File: config.mk
export PLATFORM = sky130hd
export DESIGN_NAME = mfcc_window_feeder
export DESIGN_NICKNAME = d
export VERILOG_FILES = /design/src/rtl/mfcc_window_feeder.sv
export SDC_FILE = /design/constraint.sdc
export NUM_CORES = 1
export LEC_CHECK = 0
export BUFFER_PORTS_ARGS = -buffer_cell sky130_fd_sc_hd__buf_2
export CAP_MARGIN = 20
export CELL_PAD_IN_SITES_DETAIL_PLACEMENT = 0
export CELL_PAD_IN_SITES_GLOBAL_PLACEMENT = 2
export CORE_UTILIZATION = 38
export CTS_BUF_LIST = sky130_fd_sc_hd__clkbuf_4
export DETAILED_ROUTE_END_ITERATION = 8
export PLACE_DENSITY = 0.88
export SETUP_SLACK_MARGIN = 0.3
export SYNTH_ARGS = -nofsm -noshare
export SYNTH_HDL_FRONTEND = slang
export SYNTH_SLANG_ARGS = --single-unit
File: constraint.sdc
create_clock -name clk -period 2.7 [get_ports clk]
set_input_delay 0 -clock clk [delete_from_list [all_inputs] [get_ports clk]]
set_output_delay 0 -clock clk [all_outputs]
set_load 0.05 [all_outputs]
File: src/rtl/mfcc_window_feeder.sv
// mfcc_window_feeder: slides a K-tap window over each MFCC frame
// and presents it, with position and first/last markers, to the BNN.
//
// Ports:
//   clk, rst_n             clock, async active-low reset
//   in_valid/ready/data    coefficient stream in
//   in_last                final coefficient of a frame
//   win_valid/ready/data   registered K-coefficient window out
//   win_idx                window position in frame (0..NWIN-1)
//   win_first, win_last    window is first / last of its frame
//   frame_err              one-cycle pulse on a framing violation
module mfcc_window_feeder #(
  parameter int DATA_W    = 16,
  parameter int K         = 5,
  parameter int FRAME_LEN = 40
) (
  input  logic                  clk,
  input  logic                  rst_n,
  input  logic                  in_valid,
  output logic                  in_ready,
  input  logic [DATA_W-1:0]     in_data,
  input  logic                  in_last,
  output logic                  win_valid,
  input  logic                  win_ready,
  output logic [K*DATA_W-1:0]   win_data,
  output logic [5:0]            win_idx,
  output logic                  win_first,
  output logic                  win_last,
  output logic                  frame_err
);

  localparam int NWIN = FRAME_LEN - K + 1;
  localparam int CW   = $clog2(FRAME_LEN);
  localparam int TW   = (K-1)*DATA_W;

  typedef enum logic {FILL, STREAM} state_e;

  state_e                state_q, state_d;
  logic [CW-1:0]         s_cnt_q, s_cnt_d;
  logic [TW-1:0]         taps_q, taps_d;
  logic                  win_valid_q, win_valid_d;
  logic [K*DATA_W-1:0]   win_data_q, win_data_d;
  logic [5:0]            win_idx_q, win_idx_d;
  logic                  win_first_q, win_first_d;
  logic                  win_last_q, win_last_d;
  logic                  frame_err_q, frame_err_d;

  logic acc;
  logic last_s;
  logic early;

  // Single output slot: a new coefficient may land whenever the
  // slot is empty or is being popped this cycle.
  assign in_ready = !win_valid_q || win_ready;
  assign acc      = in_valid && in_ready;
  assign last_s   = (s_cnt_q == CW'(FRAME_LEN-1));
  assign early    = in_last && !last_s;

  always_comb begin
    state_d     = state_q;
    s_cnt_d     = s_cnt_q;
    taps_d      = taps_q;
    win_valid_d = win_valid_q;
    win_data_d  = win_data_q;
    win_idx_d   = win_idx_q;
    win_first_d = win_first_q;
    win_last_d  = win_last_q;
    frame_err_d = 1'b0;

    if (win_ready) begin
      win_valid_d = 1'b0;
    end

    if (acc) begin
      frame_err_d = (in_last != last_s);

      // Newest tap at the top, oldest at the bottom.
      if (early || last_s) begin
        s_cnt_d = '0;
        state_d = FILL;
        taps_d  = '0;
      end else begin
        s_cnt_d = s_cnt_q + CW'(1);
        taps_d  = {in_data, taps_q[TW-1:DATA_W]};
        unique case (state_q)
          FILL:
            if (s_cnt_q == CW'(K-2)) state_d = STREAM;
          STREAM: ;
          default: state_d = FILL;
        endcase
      end

      // An aborting sample never produces a window.
      if (state_q == STREAM && !early) begin
        win_valid_d = 1'b1;
        win_data_d  = {in_data, taps_q};
        win_idx_d   = 6'(s_cnt_q - CW'(K-1));
        win_first_d = (win_idx_d == 6'd0);
        win_last_d  = (win_idx_d == 6'(NWIN-1));
      end
    end
  end

  always_ff @(posedge clk or negedge rst_n) begin
    if (!rst_n) begin
      state_q     <= FILL;
      s_cnt_q     <= '0;
      taps_q      <= '0;
      win_valid_q <= 1'b0;
      win_data_q  <= '0;
      win_idx_q   <= '0;
      win_first_q <= 1'b0;
      win_last_q  <= 1'b0;
      frame_err_q <= 1'b0;
    end else begin
      state_q     <= state_d;
      s_cnt_q     <= s_cnt_d;
      taps_q      <= taps_d;
      win_valid_q <= win_valid_d;
      win_data_q  <= win_data_d;
      win_idx_q   <= win_idx_d;
      win_first_q <= win_first_d;
      win_last_q  <= win_last_d;
      frame_err_q <= frame_err_d;
    end
  end

  assign win_valid = win_valid_q;
  assign win_data  = win_data_q;
  assign win_idx   = win_idx_q;
  assign win_first = win_first_q;
  assign win_last  = win_last_q;
  assign frame_err = frame_err_q;

endmodule
# Word level (Yosys, flattened, before mapping)
# Cells that the tools add are included.
# Widths: inputs -> output; s select.
dict set report totals {
  ff_bits 161
  input_bits 21
  out_inout_bits 91
  word_cells 34
}
dict set report classes {
  add_sub_neg 2
  n_eq_ne 4
  mux 9
  n_reduce_logical 10
}
# cell n
set op_table {}
lappend op_table {{$mux 64} 1}
lappend op_table {{$eq 6x6->1 const B} 2}
lappend op_table {{$mux 1} 7}
lappend op_table {{$add 6x1->6 const B} 1}
lappend op_table {{$eq 6x2->1 const B} 1}
lappend op_table {{$logic_not 6->1} 1}
lappend op_table {{$mux 6} 1}
lappend op_table {{$sub 6x3->6 const B} 1}
lappend op_table {{$logic_and 1x1->1} 3}
lappend op_table {{$logic_not 1->1} 3}
lappend op_table {{$logic_or 1x1->1} 2}
lappend op_table {{$reduce_and 2->1} 1}
lappend op_table {{$ne 1x1->1} 1}

# Longest topological paths before layout
dict set report logic_depth {
  word_depth 7
  depth_mapped 9
  mapped_depth_nobuf 8
}

# Worst setup path before layout
# No wires, ideal clock.
dict set report synth_timing {
  path_kind {register to register}
  startpoint {reg s_cnt_q[3]}
  endpoint {reg win_data_q[66] (netlist: win_data[66])}
  setup_ns 0.125
  arrival_time_ns 1.813
  t_required_ns 2.575
  slack_ns 0.762
  stages_incl_launch_ff 9
  path_buffers 2
  synth_period_minus_slack_ns 1.938
  path_cell_list {dfrtp_1 inv_1 ha_1 nand4b_1 ha_1 nand4b_4 buf_6 buf_6 mux2_4}
}
dict set report synth_between {
  elab_chain_cells 6
}
# element line
set synth_rtl {}
lappend synth_rtl {{start, declared} 39} ;# logic [CW-1:0] s_cnt_q, s_cnt_d;
lappend synth_rtl {{start signal, assigned} 117} ;# s_cnt_q <= s_cnt_d;
lappend synth_rtl {{$eq 6x6->1} 56} ;# assign last_s = (s_cnt_q == CW'(FRAME_LEN-1));
lappend synth_rtl {{$logic_not 1->1} 57} ;# assign early = in_last && !last_s;
lappend synth_rtl {{$logic_and 1x1->1} 57}
lappend synth_rtl {{$logic_not 1->1} 94} ;# if (state_q == STREAM && !early) begin
lappend synth_rtl {{$logic_and 1x1->1} 94}
lappend synth_rtl {{$reduce_and 2->1 (no line)} --}
lappend synth_rtl {{end signal, assigned} 120} ;# win_data_q <= win_data_d;
lappend synth_rtl {{end, declared} 42} ;# logic [K*DATA_W-1:0] win_data_q, win_data_d;
# No other way between the ends.
# A chain may end at the register's enable or synchronous reset.

# Worst setup path after layout
dict set report layout_timing {
  startpoint {reg s_cnt_q[3]}
  endpoint {reg win_data_q[18] (netlist: win_data[18])}
}
# Same word-level chain as after synthesis.

==> flow_summary_export.csv <==
group,metric,value,unit
route,wirelength,13100,um
grt,grt_overflow,0,
final_layout,layout-drive-gt1-share,34.2,%
timing,max_clock_freq,0.470,GHz
critical_path,end_kind,"flop",
synth,yosysWarnings,0,
timing,post-route-period-util,78.7,%
synth,syn-num-nets,564,
synth,syn_area,6380,um^2
critical_path,required,3.14,ns
grt,grt_max_degree,75,
synth,synth-edff-count,0,
placement,portBuffers,111,
timing,fin_setup_tns,0,ns
floorplanning,io_pins,112,
floorplanning,design.core.area,16100,um^2
synth,synth_cells,535,
floorplanning,die_area,17300,um^2
synth,synth-seq-cells,161,
run,max_cap_viol_count,0,
clock_tree,cts_max_path_buffers,2,
clock_tree,clk_pin_slew,0.12,ns
clock_tree,cts-root-buf,"clkbuf_4",
synth,synth_area_leaders,"dfrtp_1 63%, mux2_2 12%, nand2_1 8.2%, nand3_1 5.4%, mux2_4 2.4%",
final_layout,area_growth_syn_to_layout,20.3,%
critical_path,critPathLaunchType,"flop",
clock_tree,clock_latency,0.56,ns
clock_tree,cts_tree,"yes",
critical_path,path_class,"flop to flop",
grt,grtUsageTotal,15.9,%
clock_tree,cts.sinks,161,
final_layout,final_nets,688,
floorplanning,start_util,39.6,%
timing,setup_ws,0.574,ns
placement,dpl_cell_area,7130,um^2
route,wl_per_cell,14.7,um
synth,avgSynthCellArea,11.9,um^2
floorplanning,die_x,132,um
placement,pre_cts_slack,0.458,ns
synth,ys_seq_area_share,63.2,%
timing,hold_viol,0,
route,vias,4260,
clock_tree,htree_levels,4,
final_layout,fillers,1498,
grt,grt_pass1_vias,4182,
critical_path,critPathMaxFanout,52,
route,route.detailed.drc,0,
power,powerDensity,846,nW/um^2
placement,dp_hpwl,8560,um
final_layout,fin_area,7670,um^2
clock_tree,cts_buffers,17,
power,leakage,0.00429,uW
timing,rsz0062_at_grt,"false",
clock_tree,cts_setup_buffers,0,
route,antenna_left,0,
route,dr.pass1.iters,4,
floorplanning,die_h,132,um
timing,setup_viol,0,
final_layout,final_common_cell,"dfrtp_1",
synth,async_flop_share,100,%
power,peakVddDrop,651,uV
synth,netlist-cell-type-count,29,
route,via_per_inst,4.79,
hold_path,min_path_type,"primary input to async pin",
synth,synthFlopType,"dfrtp_1",
placement,gp_congestion,0.728,
timing,fin_worst_skew,0.0204,ns
synth,synth_top_area_share,63.2,%
timing,tightestPinTransition,0.682,ns
floorplanning,rows,46,
timing,min_period,2.13,ns
timing,slew_headroom,54.6,%
critical_path,arrival,2.56,ns
route,drt-initial-drc-count,276,
final_layout,layout_common_cells,"161 x dfrtp_1, 139 x nand2_1, 110 x buf_2",
synth,post-synth-top-area-cell,"dfrtp_1",
timing,drv_slew,0,
grt,grt_pass1_wl,21800,um
outcome,status,"finished, final reports clean",
grt,grt_antenna_before_repair,1,
==> sequential cells by signal, summed over array words and instances (netlist names) <==
name	count
win_valid	1
s_cnt_q	6
win_first	1
win_last	1
frame_err	1
taps_q	64
win_data	80
win_idx	6
state_q	1
==> cell families (layout without fill, tap and decap cells) <==
| group | after synthesis | in the layout | share of synthesized area, % |
|---|---|---|---|
| AND/OR/NAND/NOR | 224 | 224 | 15.4 |
| flip-flops | 161 | 161 | 63.2 |
| multiplexers | 80 | 80 | 14.7 |
| buffers and inverters | 41 | 178 | 3.22 |
| AO/OA/AOI/OAI | 19 | 19 | 1.67 |
| adder cells (fa/ha/maj) | 8 | 8 | 1.57 |
| XOR/XNOR | 2 | 2 | 0.275 |
| other | 0 | 1 | 0 |
==> Yosys cell counts (3+ instances only) <==
cell and count:
mux2_2 67, nand2_1 140, and3_1 3, nand3_1 69, dfrtp_1 161, ha_1 8
inv_1 6, o21ai_0 12, buf_1 8, buf_2 20, clkbuf_1 3, mux2_1 3
mux2_4 10, buf_6 3, a21oi_1 3
==> per-stage QoR <==
stage | instances | hold WS (ns) | power (uW) | util [%]
2_1_floorplan | 535 | -0.296 | 4430 | -
3_3_place_gp | 835 | 0.0589 | 4900 | 44.2
3_5_place_dp | 835 | 0.0744 | 4940 | 44.2
4_1_cts | 888 | 0.00549 | 6580 | 47.6
5_1_grt | 889 | 0.0219 | 6820 | 47.6
6_report | 889 | 0.0368 | 6490 | 47.6
==> report_power, final <==
group	leakage [uW]	switching (uW)	internal, uW	total [uW]
clock	0.000173	827	758	1580
sequential	0.00218	214	2760	2970
combinational	0.00193	1410	519	1930
==> final timing paths <==
check	from	end	slack [ns]	cells after the start
setup / recovery	s_cnt_q[3]	win_data[18]	0.57	7
hold / removal	rst_n	win_data[18]	0.04	2
setup reg to reg	s_cnt_q[3]	win_data[18]	0.57	7
hold reg to reg	taps_q[7]	taps_q[7]	0.48	2
max in group asynchronous	rst_n	win_data[47]	1.88	3
min in group clk	in_data[13]	win_data[77]	0.20	3
==> critical path, stage by stage, from the launching register on <==
cell	delay (ns)
dfrtp_1	0.42
inv_1	0.13
ha_1	0.25
nand4b_1	0.14
ha_1	0.15
nand4b_4	0.14
buf_6	0.37
mux2_2	0.38
==> layer usage <==
layer,up-vias,GRT usage [%],part of all wire (%)
li1,2047,-,-
met1,2080,22.3,50
met2,117,23.1,44
met3,16,4.55,5.0
met4,0,6.59,1.7
met5,-,0,0
==> what timing repair did <==
action                     CTS  global route
setup endpoints to repair    0             1
hold buffers                21             0
gates resized for setup      0             1
hold endpoints to repair   173             0
==> final cells by class <==
cell class / instances / area [um^2] / area share, %
antenna: 1 / 2.50 / 0.0326
clock buffer: 19 / 143 / 1.86
clock inverter: 13 / 184 / 2.40
inverter: 6 / 22.5 / 0.293
multi-input combinational: 333 / 2150 / 28.0
sequential: 161 / 4030 / 52.5
tap: 216 / 270 / 3.52
timing repair buffer: 140 / 873 / 11.4
Power figures use the tool's default switching activity.
